--- config.mk ---
export PLATFORM = sky130hd
export DESIGN_NAME = snitch_wb_arbiter_flat
export DESIGN_NICKNAME = d
export VERILOG_FILES = /design/src/rtl/snitch_wb_arbiter_if.sv /design/src/rtl/snitch_wb_arbiter.sv /design/src/flat_wrapper.sv
export SDC_FILE = /design/constraint.sdc
export NUM_CORES = 1
export LEC_CHECK = 0
export CAP_MARGIN = 25
export CORE_MARGIN = 1
export CORE_UTILIZATION = 43
export CTS_BUF_LIST = sky130_fd_sc_hd__clkbuf_8 sky130_fd_sc_hd__clkbuf_16
export CTS_CLUSTER_DIAMETER = 60
export DETAILED_ROUTE_END_ITERATION = 6
export PLACE_DENSITY_LB_ADDON = 0.15
export SLEW_MARGIN = 0
export SYNTH_ARGS = -nofsm -noshare
export SYNTH_HDL_FRONTEND = slang
export SYNTH_SLANG_ARGS = --single-unit
--- constraint.sdc ---
create_clock -name clk_i -period 3.3 [get_ports clk_i]
set_input_delay 0.495 -clock clk_i [delete_from_list [all_inputs] [get_ports clk_i]]
set_output_delay 0.495 -clock clk_i [all_outputs]
set_load 0.02 [all_outputs]
--- src/rtl/snitch_wb_arbiter_if.sv ---
// Writeback arbiter bus: producer issue, per-source writeback requests,
// regfile write port and scoreboard hazard-check lookups.
interface snitch_wb_arbiter_if #(
    parameter int unsigned DATA_WIDTH = 32,
    parameter int unsigned ADDR_WIDTH = 5,
    parameter int unsigned NR_SOURCES = 3,
    parameter int unsigned NR_CHECKS  = 3
);
    logic                                    issue_valid_i;
    logic [ADDR_WIDTH-1:0]                   issue_rd_i;
    logic [NR_SOURCES-1:0]                   src_valid_i;
    logic [NR_SOURCES-1:0]                   src_ready_o;
    logic [NR_SOURCES-1:0][ADDR_WIDTH-1:0]   src_rd_i;
    logic [NR_SOURCES-1:0][DATA_WIDTH-1:0]   src_data_i;
    logic [ADDR_WIDTH-1:0]                   waddr_o;
    logic [DATA_WIDTH-1:0]                   wdata_o;
    logic                                    we_o;
    logic [NR_CHECKS-1:0][ADDR_WIDTH-1:0]    chk_addr_i;
    logic [NR_CHECKS-1:0]                    chk_busy_o;
    logic [(2**ADDR_WIDTH)-1:0]              busy_o;

    modport slave (
        input  issue_valid_i, issue_rd_i, src_valid_i, src_rd_i, src_data_i, chk_addr_i,
        output src_ready_o, waddr_o, wdata_o, we_o, chk_busy_o, busy_o
    );

    modport master (
        output issue_valid_i, issue_rd_i, src_valid_i, src_rd_i, src_data_i, chk_addr_i,
        input  src_ready_o, waddr_o, wdata_o, we_o, chk_busy_o, busy_o
    );
endinterface

--- src/rtl/snitch_wb_arbiter.sv ---
// Round-robin writeback arbiter with a 1-cycle registered regfile write port
// and a pending-write scoreboard for hazard checks.
module snitch_wb_arbiter #(
    parameter int unsigned DATA_WIDTH    = 32,
    parameter int unsigned ADDR_WIDTH    = 5,
    parameter int unsigned NR_SOURCES    = 3,
    parameter int unsigned NR_CHECKS     = 3,
    parameter bit          ZERO_REG_ZERO = 1'b1
) (
    input logic                clk_i,
    input logic                rst_i,
    snitch_wb_arbiter_if.slave bus
);
    localparam int unsigned PTR_WIDTH = $clog2(NR_SOURCES);
    localparam int unsigned NR_REGS   = 2**ADDR_WIDTH;

    typedef logic [PTR_WIDTH-1:0] ptr_t;

    // Source index 'off' positions after 'base', wrapping at NR_SOURCES.
    function automatic ptr_t wrap_add(input int unsigned base, input int unsigned off);
        return ptr_t'((base + off) % NR_SOURCES);
    endfunction

    ptr_t                  rr_ptr_q;
    ptr_t                  gnt_idx;
    logic                  gnt_found;
    logic [NR_SOURCES-1:0] gnt;
    logic                  xfer;
    logic                  wr_en;
    logic [ADDR_WIDTH-1:0] xfer_rd;
    logic [DATA_WIDTH-1:0] xfer_data;
    logic [NR_REGS-1:0]    busy_q;
    logic [NR_REGS-1:0]    busy_d;
    logic                  we_q;
    logic [ADDR_WIDTH-1:0] waddr_q;
    logic [DATA_WIDTH-1:0] wdata_q;

    // rr_ptr_q names the source with highest priority this cycle.
    always_comb begin
        // NOTE: every always_comb output gets a default first so no path can infer a latch.
        gnt       = '0;
        gnt_idx   = '0;
        gnt_found = 1'b0;
        for (int unsigned i = 0; i < NR_SOURCES; i++) begin
            if (!gnt_found && bus.src_valid_i[wrap_add(32'(rr_ptr_q), i)]) begin
                gnt_found = 1'b1;
                gnt_idx   = wrap_add(32'(rr_ptr_q), i);
            end
        end
        gnt[gnt_idx] = gnt_found;
    end

    assign bus.src_ready_o = rst_i ? '0 : gnt;
    assign xfer            = gnt_found & ~rst_i;
    assign xfer_rd         = bus.src_rd_i[gnt_idx];
    assign xfer_data       = bus.src_data_i[gnt_idx];
    // Writes to the hardwired-zero register are accepted but dropped.
    assign wr_en           = xfer & ~(ZERO_REG_ZERO && (xfer_rd == '0));

    // Clear on writeback first, then set on issue so a same-cycle issue wins.
    always_comb begin
        busy_d = busy_q;
        if (xfer) begin
            busy_d[xfer_rd] = 1'b0;
        end
        if (bus.issue_valid_i) begin
            busy_d[bus.issue_rd_i] = 1'b1;
        end
        if (ZERO_REG_ZERO) begin
            busy_d[0] = 1'b0;
        end
    end

    // NOTE: sequential state uses non-blocking assignments only, so every flop samples pre-edge values.
    always_ff @(posedge clk_i) begin
        if (rst_i) begin
            busy_q   <= '0;
            we_q     <= 1'b0;
            waddr_q  <= '0;
            wdata_q  <= '0;
            rr_ptr_q <= '0;
        end else begin
            busy_q <= busy_d;
            we_q   <= wr_en;
            if (wr_en) begin
                waddr_q <= xfer_rd;
                wdata_q <= xfer_data;
            end
            if (xfer) begin
                rr_ptr_q <= wrap_add(32'(gnt_idx), 1);
            end
        end
    end

    // Hazard lookups see only the registered scoreboard, never this cycle's updates.
    always_comb begin
        bus.chk_busy_o = '0;
        for (int unsigned i = 0; i < NR_CHECKS; i++) begin
            bus.chk_busy_o[i] = busy_q[bus.chk_addr_i[i]];
        end
    end

    assign bus.busy_o  = busy_q;
    assign bus.we_o    = we_q;
    assign bus.waddr_o = waddr_q;
    assign bus.wdata_o = wdata_q;
endmodule

--- src/flat_wrapper.sv ---
// flat-port wrapper written by rule: the top's interface ports become plain ports
module snitch_wb_arbiter_flat 
#(
    parameter int unsigned DATA_WIDTH    = 32,
    parameter int unsigned ADDR_WIDTH    = 5,
    parameter int unsigned NR_SOURCES    = 3,
    parameter int unsigned NR_CHECKS     = 3,
    parameter bit          ZERO_REG_ZERO = 1'b1
)
  (clk_i, rst_i, bus_issue_valid_i, bus_issue_rd_i, bus_src_valid_i, bus_src_rd_i, bus_src_data_i, bus_chk_addr_i, bus_src_ready_o, bus_waddr_o, bus_wdata_o, bus_we_o, bus_chk_busy_o, bus_busy_o);
  snitch_wb_arbiter_if #(.DATA_WIDTH(DATA_WIDTH), .ADDR_WIDTH(ADDR_WIDTH), .NR_SOURCES(NR_SOURCES), .NR_CHECKS(NR_CHECKS)) bus_i ();
  input logic clk_i;
  input logic rst_i;
  input wire logic [$bits(bus_i.issue_valid_i)-1:0] bus_issue_valid_i;
  input wire logic [$bits(bus_i.issue_rd_i)-1:0] bus_issue_rd_i;
  input wire logic [$bits(bus_i.src_valid_i)-1:0] bus_src_valid_i;
  input wire logic [$bits(bus_i.src_rd_i)-1:0] bus_src_rd_i;
  input wire logic [$bits(bus_i.src_data_i)-1:0] bus_src_data_i;
  input wire logic [$bits(bus_i.chk_addr_i)-1:0] bus_chk_addr_i;
  output wire logic [$bits(bus_i.src_ready_o)-1:0] bus_src_ready_o;
  output wire logic [$bits(bus_i.waddr_o)-1:0] bus_waddr_o;
  output wire logic [$bits(bus_i.wdata_o)-1:0] bus_wdata_o;
  output wire logic [$bits(bus_i.we_o)-1:0] bus_we_o;
  output wire logic [$bits(bus_i.chk_busy_o)-1:0] bus_chk_busy_o;
  output wire logic [$bits(bus_i.busy_o)-1:0] bus_busy_o;
  assign bus_i.issue_valid_i = bus_issue_valid_i;
  assign bus_i.issue_rd_i = bus_issue_rd_i;
  assign bus_i.src_valid_i = bus_src_valid_i;
  assign bus_i.src_rd_i = bus_src_rd_i;
  assign bus_i.src_data_i = bus_src_data_i;
  assign bus_i.chk_addr_i = bus_chk_addr_i;
  assign bus_src_ready_o = bus_i.src_ready_o;
  assign bus_waddr_o = bus_i.waddr_o;
  assign bus_wdata_o = bus_i.wdata_o;
  assign bus_we_o = bus_i.we_o;
  assign bus_chk_busy_o = bus_i.chk_busy_o;
  assign bus_busy_o = bus_i.busy_o;
  snitch_wb_arbiter #(.DATA_WIDTH(DATA_WIDTH), .ADDR_WIDTH(ADDR_WIDTH), .NR_SOURCES(NR_SOURCES), .NR_CHECKS(NR_CHECKS), .ZERO_REG_ZERO(ZERO_REG_ZERO)) u_core (.clk_i(clk_i), .rst_i(rst_i), .bus(bus_i));
endmodule
==> results.md <==
- Most frequent cells in the layout: clkdlybuf4s50_1 (204), o21ai_0 (109), dfxtp_1 (71)
- Drt total wl: roughly 16000 µm
- H-Tree Depth: 3
- Final Hold Fails: 0
- Die height: approximately 110 µm
- Residual DRC: 0
- Detailed Routing Iterations Pass 1: 5
- Critical Path Start Type: input pin
- Hold_buf cts: 0
- CTS Buffer Depth: 2
- Initial core utilization: 0.442
- Setup CP Type: input pin to output pin
- Final setup viols: 0
- Ys async rst share: 0
- Mean Syn Cell Area: a little over 8 µm²
- Hold WS: roughly 0.48 ns
- CTS tree: yes
- Number of buffers created by CTS: 9
- NetSw: roughly 2500 µW
- Flop pwr share: 0.211
- Sequential area share after synthesis: 0.296
- GP Congestion: 0.915
- Latest clock arrival within the worst-skew pair: ~0.34 ns
- Yosys cell types: 55
- Fin worst setup slack: approximately 0.077 ns
- Row Count: 38
- Root buf cell: clkbuf_8
- Worst EP required: roughly 2.8 ns
- Critical Path AT: roughly 2.7 ns
- Clock Sinks: 71
- Number of synthesized flops with an enable pin: 0
- YS warnings: 0
- Yosys reg bits: 71
- Final slew viol count: 0
- Layout cells sized above 1: 0.126
- Net Sw Frac: 0.453
- Post-CTS setup buffer count: 0
- First DRT Iteration DRCs: approximately 370
- Grt ovf: 0
- Die Width: between 100 and 150 µm
- WL/cell: 17.4 µm
- Comb pwr share: 0.662
- Detailed-route via count: 5480
- Highest clock rate: 310 MHz
- P_int: 2990 µW
- Vias in the first global route: around 5500
- Period utilization: 0.977
- VDD IR max: 0.000543 V
- Num ports: 213
- Main flop type after synthesis: dfxtp_1
- Clock slew at reported path FFs: ~0.080 ns
- Largest net degree at the start of global routing: 73
- Post-Syn Area: roughly 4800 µm²
- Clock power frac: 0.127
- Max-cap violations: 0
- Worst reg-to-reg setup slack: roughly 0.25 ns
- CTS resizes: 8
- First-pass GRT wire length: 26000 µm
- Leakage: approximately 0.0028 µW
- Most common cell after layout, fill and taps aside: clkdlybuf4s50_1
- Power Density: 734 nW/µm²
- Routed Antenna Nets: 0
- Final Critical Period: approximately 3.2 ns
- Worst slew pin tran: ~0.74 ns
- Via/cell ratio: between 5 and 6
- Clock Skew: between 0.009 and 0.01 ns
- Post-Place Worst Slack: -0.147 ns
- Die area: around 12000 µm²
- Final HPWL DP: roughly 13000 µm
- Post-synth net total: 730
- Cell count after synthesis: around 600
- Status: finished, final reports clean
- RSZ-0062 raised after global routing: no
- Initial antenna violation count: 0
- Antenna Cells: 0
- Setup crit end kind: output pin
- Core Area: ~11000 µm²
- Global Route Usage Sum: 0.285
- Nets: 945
- Fill count: about 870
- Port bufs: 211
- Relative slew slack: 0.504
- Maximum fanout along the worst path: 9
- Worst min path class: register to register
- Syn-to-layout area delta: 55.2%
[flip-flops by register name (all words and copies together) (netlist names)]
register and count:
u_core.bus.waddr_o 5, u_core.bus.we_o 1, u_core.bus.wdata_o 32, u_core.rr_ptr_q 2
u_core.bus.busy_o 31
[layout make-up]
type,count,area (µm²),share of cell area
clock inverter,6,61.3,0.00822
timing repair buffer,246,2420,0.325
clock buffer,10,138,0.0184
tap,140,175,0.0235
multi-input combinational,467,3220,0.431
sequential,71,1420,0.190
inverter,7,26.3,0.00352
[path summary, 6_finish.rpt]
path	start	end	depth (start not counted)
max	bus_chk_addr_i[10]	bus_chk_busy_o[2]	6
min	u_core.bus.waddr_o[4]	u_core.bus.waddr_o[4]	2
max reg2reg	u_core.rr_ptr_q[0]	u_core.bus.wdata_o[14]	13
min reg2reg	u_core.bus.waddr_o[4]	u_core.bus.waddr_o[4]	2
[cells in the mapped netlist, drive strengths merged (2+ instances only)]
| master | number | area share |
|---|---|---|
| nor2 | 19 | 0.015 |
| a21oi | 49 | 0.051 |
| clkbuf | 28 | 0.022 |
| nand2b | 10 | 0.013 |
| ha | 6 | 0.016 |
| mux2i | 37 | 0.077 |
| o21ai | 134 | 0.14 |
| or2 | 2 | 0.0026 |
| nand4 | 2 | 0.0026 |
| and2 | 4 | 0.0052 |
| nand2 | 62 | 0.048 |
| a211oi | 3 | 0.0057 |
| mux4 | 27 | 0.13 |
| a31oi | 2 | 0.0026 |
| nand3 | 41 | 0.043 |
| buf | 14 | 0.016 |
| o21a | 4 | 0.0062 |
| mux2 | 7 | 0.016 |
| nand3b | 3 | 0.0047 |
| nor2b | 26 | 0.034 |
| dfxtp | 71 | 0.30 |
| and3 | 2 | 0.0026 |
| a21o | 2 | 0.0031 |
| inv | 7 | 0.0055 |
| a22oi | 2 | 0.0031 |
[worst max-delay path, cell delays in order]
cell and delay (ns):
clkdlybuf4s50_1 0.51, buf_12 0.15, mux4_2 0.51, mux4_2 0.48
mux2_2 0.26, dlygate4sd2_1 0.31
[power groups by stage]
stage / Combinational [µW] / Sequential, µW / Clock [µW]
floorplan: 2030 / 1380 / 0
global placement: 3510 / 1160 / 0
detailed placement: 3570 / 1170 / 0
CTS: 3590 / 1160 / 707
global route: 3940 / 1180 / 746
finish: 3620 / 1150 / 697
[through the flow]
stage	utilization	power [µW]	TNS [ns]	instances	instance area (µm²)
after floorplan	-	3410	0	587	4810
after global placement	0.666	4680	-0.370	931	7250
after detailed placement	0.666	4740	-1.52	931	7250
after CTS	0.684	5450	0	947	7450
after global routing	0.685	5860	0	947	7460
final	0.685	5480	0	947	7460
[routing by layer]
layer,vias to the layer above,wire length (µm),GRT usage,share of wire
met4,0,417,0.117,0.025
li1,2584,-,-,-
met2,276,8310,0.518,0.50
met1,2582,6280,0.320,0.38
met3,38,1450,0.0617,0.088
met5,-,0,0,0
[logic make-up after synthesis]
logic type      count (synthesis)  share of synthesized area
mux                            71                      0.220
compound gates                211                      0.242
fa+ha+maj                       6                     0.0156
other cells                     1                   0.000780
buf+inv                        49                     0.0434
simple gates                  178                      0.183
flops                          71                      0.296
No activity file was read; power rests on OpenSTA's default activity.
